`src/rtl/id_stage.sv`:
```
// Decode stage: 32-entry register file with write-through bypass, RV32I subset decoder,
// immediate generator and load-use hazard detection feeding the ID/EX register.
module id_stage #(
  parameter int unsigned XLEN  = 32,
  parameter int unsigned NREGS = 32
) (
  input  logic            clk,
  input  logic            reset,
  input  logic [31:0]     instr_in,
  input  logic            WB_wen,
  input  logic [4:0]      WB_rd,
  input  logic [XLEN-1:0] WB_data,
  input  logic [4:0]      EX_Rd,
  input  logic            EX_MEM_ren,
  output logic [XLEN-1:0] data_1_out,
  output logic [XLEN-1:0] data_2_out,
  output logic [4:0]      Rd_out,
  output logic [3:0]      ALU_ctrl_out,
  output logic            ALU_src_out,
  output logic [XLEN-1:0] imm_out,
  output logic            MEM_wen_out,
  output logic            MEM_ren_out,
  output logic            REG_wen_out,
  output logic            stall,
  output logic            illegal
);

  localparam logic [6:0] OpReg   = 7'b0110011;
  localparam logic [6:0] OpImm   = 7'b0010011;
  localparam logic [6:0] OpLoad  = 7'b0000011;
  localparam logic [6:0] OpStore = 7'b0100011;
  localparam logic [6:0] OpLui   = 7'b0110111;

  localparam logic [3:0] AluAdd   = 4'h0;
  localparam logic [3:0] AluSub   = 4'h1;
  localparam logic [3:0] AluAnd   = 4'h2;
  localparam logic [3:0] AluOr    = 4'h3;
  localparam logic [3:0] AluXor   = 4'h4;
  localparam logic [3:0] AluSll   = 4'h5;
  localparam logic [3:0] AluSrl   = 4'h6;
  localparam logic [3:0] AluSra   = 4'h7;
  localparam logic [3:0] AluSlt   = 4'h8;
  localparam logic [3:0] AluSltu  = 4'h9;
  localparam logic [3:0] AluPassB = 4'hA;

  logic [XLEN-1:0] regs_q [NREGS];
  logic            illegal_q, illegal_d;

  logic [6:0]      opcode;
  logic [2:0]      funct3;
  logic [4:0]      rs1, rs2, rd;
  logic [XLEN-1:0] rdata1, rdata2;
  logic [3:0]      alu_op;
  logic [XLEN-1:0] imm;
  logic            alu_src, mem_wen, mem_ren, reg_wen, rs2_used, legal, kill;

  assign opcode = instr_in[6:0];
  assign funct3 = instr_in[14:12];
  assign rs1    = instr_in[19:15];
  assign rs2    = instr_in[24:20];
  assign rd     = instr_in[11:7];

  // alt selects SUB for funct3 000 and SRA for funct3 101
  function automatic logic [3:0] alu_map(input logic [2:0] f3, input logic alt);
    case (f3)
      3'b000:  alu_map = alt ? AluSub : AluAdd;
      3'b001:  alu_map = AluSll;
      3'b010:  alu_map = AluSlt;
      3'b011:  alu_map = AluSltu;
      3'b100:  alu_map = AluXor;
      3'b101:  alu_map = alt ? AluSra : AluSrl;
      3'b110:  alu_map = AluOr;
      default: alu_map = AluAnd;
    endcase
  endfunction

  always_ff @(posedge clk) begin
    if (reset) begin
      for (int unsigned i = 0; i < NREGS; i++) regs_q[i] <= '0;
    end else if (WB_wen && WB_rd != 5'd0) begin
      regs_q[WB_rd] <= WB_data;
    end
  end

  always_comb begin
    rdata1 = '0;
    rdata2 = '0;
    if (rs1 != 5'd0) rdata1 = (WB_wen && WB_rd == rs1) ? WB_data : regs_q[rs1];
    if (rs2 != 5'd0) rdata2 = (WB_wen && WB_rd == rs2) ? WB_data : regs_q[rs2];
  end

  always_comb begin
    alu_op   = AluAdd;
    imm      = '0;
    alu_src  = 1'b0;
    mem_wen  = 1'b0;
    mem_ren  = 1'b0;
    reg_wen  = 1'b0;
    rs2_used = 1'b0;
    legal    = 1'b1;
    case (opcode)
      OpReg: begin
        alu_op   = alu_map(funct3, instr_in[30]);
        reg_wen  = 1'b1;
        rs2_used = 1'b1;
      end
      OpImm: begin
        alu_op  = alu_map(funct3, funct3 == 3'b101 && instr_in[30]);
        alu_src = 1'b1;
        reg_wen = 1'b1;
        if (funct3 == 3'b001 || funct3 == 3'b101) imm = XLEN'(instr_in[24:20]);
        else                                     imm = XLEN'($signed(instr_in[31:20]));
      end
      OpLoad: begin
        imm     = XLEN'($signed(instr_in[31:20]));
        alu_src = 1'b1;
        mem_ren = 1'b1;
        reg_wen = 1'b1;
      end
      OpStore: begin
        imm      = XLEN'($signed({instr_in[31:25], instr_in[11:7]}));
        alu_src  = 1'b1;
        mem_wen  = 1'b1;
        rs2_used = 1'b1;
      end
      OpLui: begin
        alu_op  = AluPassB;
        imm     = XLEN'($signed({instr_in[31:12], 12'b0}));
        alu_src = 1'b1;
        reg_wen = 1'b1;
      end
      default: legal = 1'b0;
    endcase
  end

  assign illegal_d = illegal_q | ~legal;

  always_ff @(posedge clk) begin
    if (reset) illegal_q <= 1'b0;
    else       illegal_q <= illegal_d;
  end

  always_comb begin
    stall = !reset && EX_MEM_ren && EX_Rd != 5'd0 &&
            (EX_Rd == rs1 || (rs2_used && EX_Rd == rs2));
    // Reset, stall and unsupported opcodes all emit the all-zero control word
    kill         = reset || stall || !legal;
    ALU_ctrl_out = kill ? 4'h0 : alu_op;
    ALU_src_out  = !kill && alu_src;
    MEM_wen_out  = !kill && mem_wen;
    MEM_ren_out  = !kill && mem_ren;
    REG_wen_out  = !kill && reg_wen;
    Rd_out       = (!kill && reg_wen) ? rd : 5'd0;
    imm_out      = reset ? '0 : imm;
    data_1_out   = reset ? '0 : rdata1;
    data_2_out   = reset ? '0 : rdata2;
    illegal      = illegal_q;
  end

endmodule

```
`config.mk`:
```
export PLATFORM = sky130hd
export DESIGN_NAME = id_stage
export DESIGN_NICKNAME = d
export VERILOG_FILES = /design/src/rtl/id_stage.sv
export SDC_FILE = /design/constraint.sdc
export NUM_CORES = 2
export LEC_CHECK = 0
export ABC_CLOCK_PERIOD_IN_PS = 4000
export BUFFER_PORTS_ARGS = -buffer_cell sky130_fd_sc_hd__buf_2
export CAP_MARGIN = 20
export CORE_ASPECT_RATIO = 2
export CORE_MARGIN = 5
export CORE_UTILIZATION = 45
export CTS_CLUSTER_DIAMETER = 40
export CTS_CLUSTER_SIZE = 40
export DETAILED_ROUTE_END_ITERATION = 10
export GPL_TIMING_DRIVEN = 0
export HOLD_SLACK_MARGIN = 0.05
export PLACE_DENSITY = 0.68
export SYNTH_ARGS = -nofsm -noshare
export SYNTH_HDL_FRONTEND = slang
export SYNTH_SLANG_ARGS = --single-unit
```
`constraint.sdc`:
```
create_clock -name clk -period 4 [get_ports clk]
set_clock_uncertainty 0.15 [all_clocks]
set_input_delay 0.4 -clock clk [delete_from_list [all_inputs] [get_ports clk]]
set_output_delay 0.4 -clock clk [all_outputs]
set_load 0.005 [all_outputs]
```
==> results.cfg <==
[status]
status = finished, violations left
violations = setup timing

[power_and_ir_drop]
combPwrFrac_pct = 14.0
leakage_uw = 0.02331
p_sw_uw = 7528
clkPwrFrac_pct = 36.9
irDropWorstVdd_v = 0.0004377
sw_frac_of_total_pct = 29.05
powerDensity_nw_per_um2 = 405.7
finalPower_uw = 25910
power_frac_seq_pct = 49.0
internal-power_uw = 18380

[setup_path]
r2r_cells = 2
r2r-end = illegal$_SDFF_PP0_
critPathCaptureType = output pin
critical_path.max_fanout = 10
arrival_ns = 3.59
critical_path_class = in -> out
ff2ff_setup_slack_ns = 3.30
reg2reg_from = illegal$_SDFF_PP0_
start_kind = input port
cp.required_ns = 3.45

[global_routing]
overflow = 0
grt_usage_pct = 34.16
grt_max_degree = 33
grt_first_pass_wirelength_um = 313300
grt_pass1_vias = 41210
antenna_found_initial = 17

[final_layout]
layout-drive-gt1-share_pct = 19.74
stdcell_count = 6231
fillers = 10820
final_core_util_pct = 50.81
syn2layout_area_growth_pct = 12.42
fin_nets = 4552
final_common_cell = edfxtp_1
layout_common_cells = 1024 x edfxtp_1, 999 x and2_1, 448 x mux2i_1

[clock_network]
clk_pin_slew_ns = 0.08
cts_htree_levels = 3
cts_buffers = 85
cts_num_sinks = 1025
clk_latency_ns = 0.73
cts-root-buf = clkbuf_16
clock_path_buffers = 3
cts_tree = built
cts_setup_buffers = 0

[logic_synthesis]
synth_edf_count = 1024
synth_cells = 4122
synth_seq_cells = 1025
syn_area_per_cell_um2 = 13.78
async_flop_share_pct = 0
ys.flop_type = edfxtp_1
synth_area_um2 = 56810
synthDistinctLibCells = 55
yosysSeqAreaShare_pct = 54.16
yosys_warnings = 0

[drt]
vias = 40720
top_layer_used = met5
wl_um = 233900
via_per_inst = 6.535
wl_per_cell_um = 37.54
first_iter_violations = 5322
drtPass1Iterations = 6
final_antenna_net_count = 0
drt-met1-wl_um = 68270
wl_met2_um = 116000
wl_met3_um = 22570
drc = 0

[sta]
setup_ws_ns = -0.1391
period_share_pct = 103.5
drv_slew = 0
slew_headroom_pct = 7.780
fmax_mhz = 241.6
setup-violations-final = 17
hold_violations = 0
worst_slew_pin_slew_ns = 1.383
fin_crit_ns = 4.139
tns_ns = -0.9393
grt_setup_unrepaired = yes

[hold_path]
holdPathStages = 4
min_from = instr_in[4]
hold_class = in -> reg
hold_end = illegal$_SDFF_PP0_

[floorplan]
die_x_um = 261.3
core_area_um2 = 125700
pin_count = 189
rows = 184
start_util_pct = 45.20
die-height_um = 512.5
die_area_um2 = 133900

[place]
dp_cells = 6014
portBuffers = 178
place_ws_ns = -0.2628
dp_hpwl_um = 180000
gp_congestion = 1.037

[run]
drv_cap = 0
==> per-stage QoR <==
step           hold WS (ns)  area [µm²]
2_1_floorplan        0.2921       56930
3_3_place_gp         0.2847       59920
3_5_place_dp         0.2931       60100
4_1_cts             0.06049       63580
5_1_grt              0.1316       63840
6_report            0.07434       63870
==> worst max-delay path by stage <==
stage / end / slack [ns] / from
2_1_floorplan: data_1_out[13] / 1.54 / instr_in[15]
3_3_place_gp: data_2_out[27] / -0.19 / instr_in[24]
3_5_place_dp: data_2_out[27] / -0.26 / instr_in[24]
4_1_cts: data_1_out[19] / 0.01 / instr_in[16]
5_1_grt: data_1_out[19] / -0.01 / instr_in[16]
6_report: data_1_out[17] / -0.14 / instr_in[17]
==> power groups by stage <==
stage          Combinational (µW)  Sequential [µW]  Clock, µW
2_1_floorplan                2050            12800          0
3_3_place_gp                 3410            12900          0
3_5_place_dp                 3460            12900          0
4_1_cts                      3490            12700       9490
5_1_grt                      3690            12800       9870
6_report                     3640            12700       9570
==> critical path, cell delays in order <==
cell and delay, ns:
buf_4 0.19, buf_2 0.45, and3_1 0.29, clkbuf_1 0.60
clkbuf_1 0.56, a22o_1 0.34, a31oi_1 0.10, a31oi_1 0.46
buf_2 0.20
==> synth_stat cells, drive strengths merged, types with 40 or more instances <==
| cell | count | area (µm²) |
|---|---|---|
| mux4 | 320 | 7207 |
| and2 | 1000 | 6256 |
| clkbuf | 288 | 1087 |
| nand3 | 54 | 275.3 |
| nor2 | 47 | 176.4 |
| buf | 157 | 1254 |
| o22ai | 49 | 306.5 |
| mux2i | 448 | 4484 |
| nand2 | 53 | 201.5 |
| a22oi | 128 | 960.9 |
| a31oi | 47 | 294.0 |
| nor3 | 70 | 355.3 |
| a21oi | 53 | 272.8 |
| a211oi | 43 | 322.8 |
| edfxtp | 1024 | 30750 |
| o221a | 40 | 450.4 |
| nor2b | 77 | 481.7 |
==> layout make-up <==
class	instances	area [µm²]	area share, %
clock buffer	94	2246	3.516
timing repair buffer	234	1632	2.554
antenna	12	30.03	0.04701
sequential	1025	30770	48.17
buffer	445	2356	3.689
tap	1674	2095	3.279
multi-input combinational	2679	23830	37.31
clock inverter	64	899.6	1.408
inverter	4	15.01	0.02351
==> flip-flops by register name, summed over array words and instances, names as in the netlist <==
name	count
illegal	1
regs_q	1024
==> layer usage <==
metal / track usage [%] / vias up
met5: 0 / -
met4: 30.27 / 6
met3: 8.732 / 1139
met2: 58.41 / 2988
met1: 33.60 / 20240
li1: - / 16350
==> repair_timing <==
item                                    in CTS  in global routing
resized for setup                            8                 16
hold endpoints to repair                    32                  0
hold buffers                                32                  0
endpoints found under the setup margin      32                 24
==> cell families (layout without fill, tap and decap cells) <==
group	after synthesis	count (layout)	synth area share [%]
AO/OA/AOI/OAI	488	488	6.336
XOR/XNOR	21	21	0.3237
buffers and inverters	449	841	4.147
flip-flops	1025	1025	54.16
multiplexers	768	768	20.58
other	1	44	0.006601
AND/OR/NAND/NOR	1370	1370	14.45
Power figures use the tool's default switching activity.
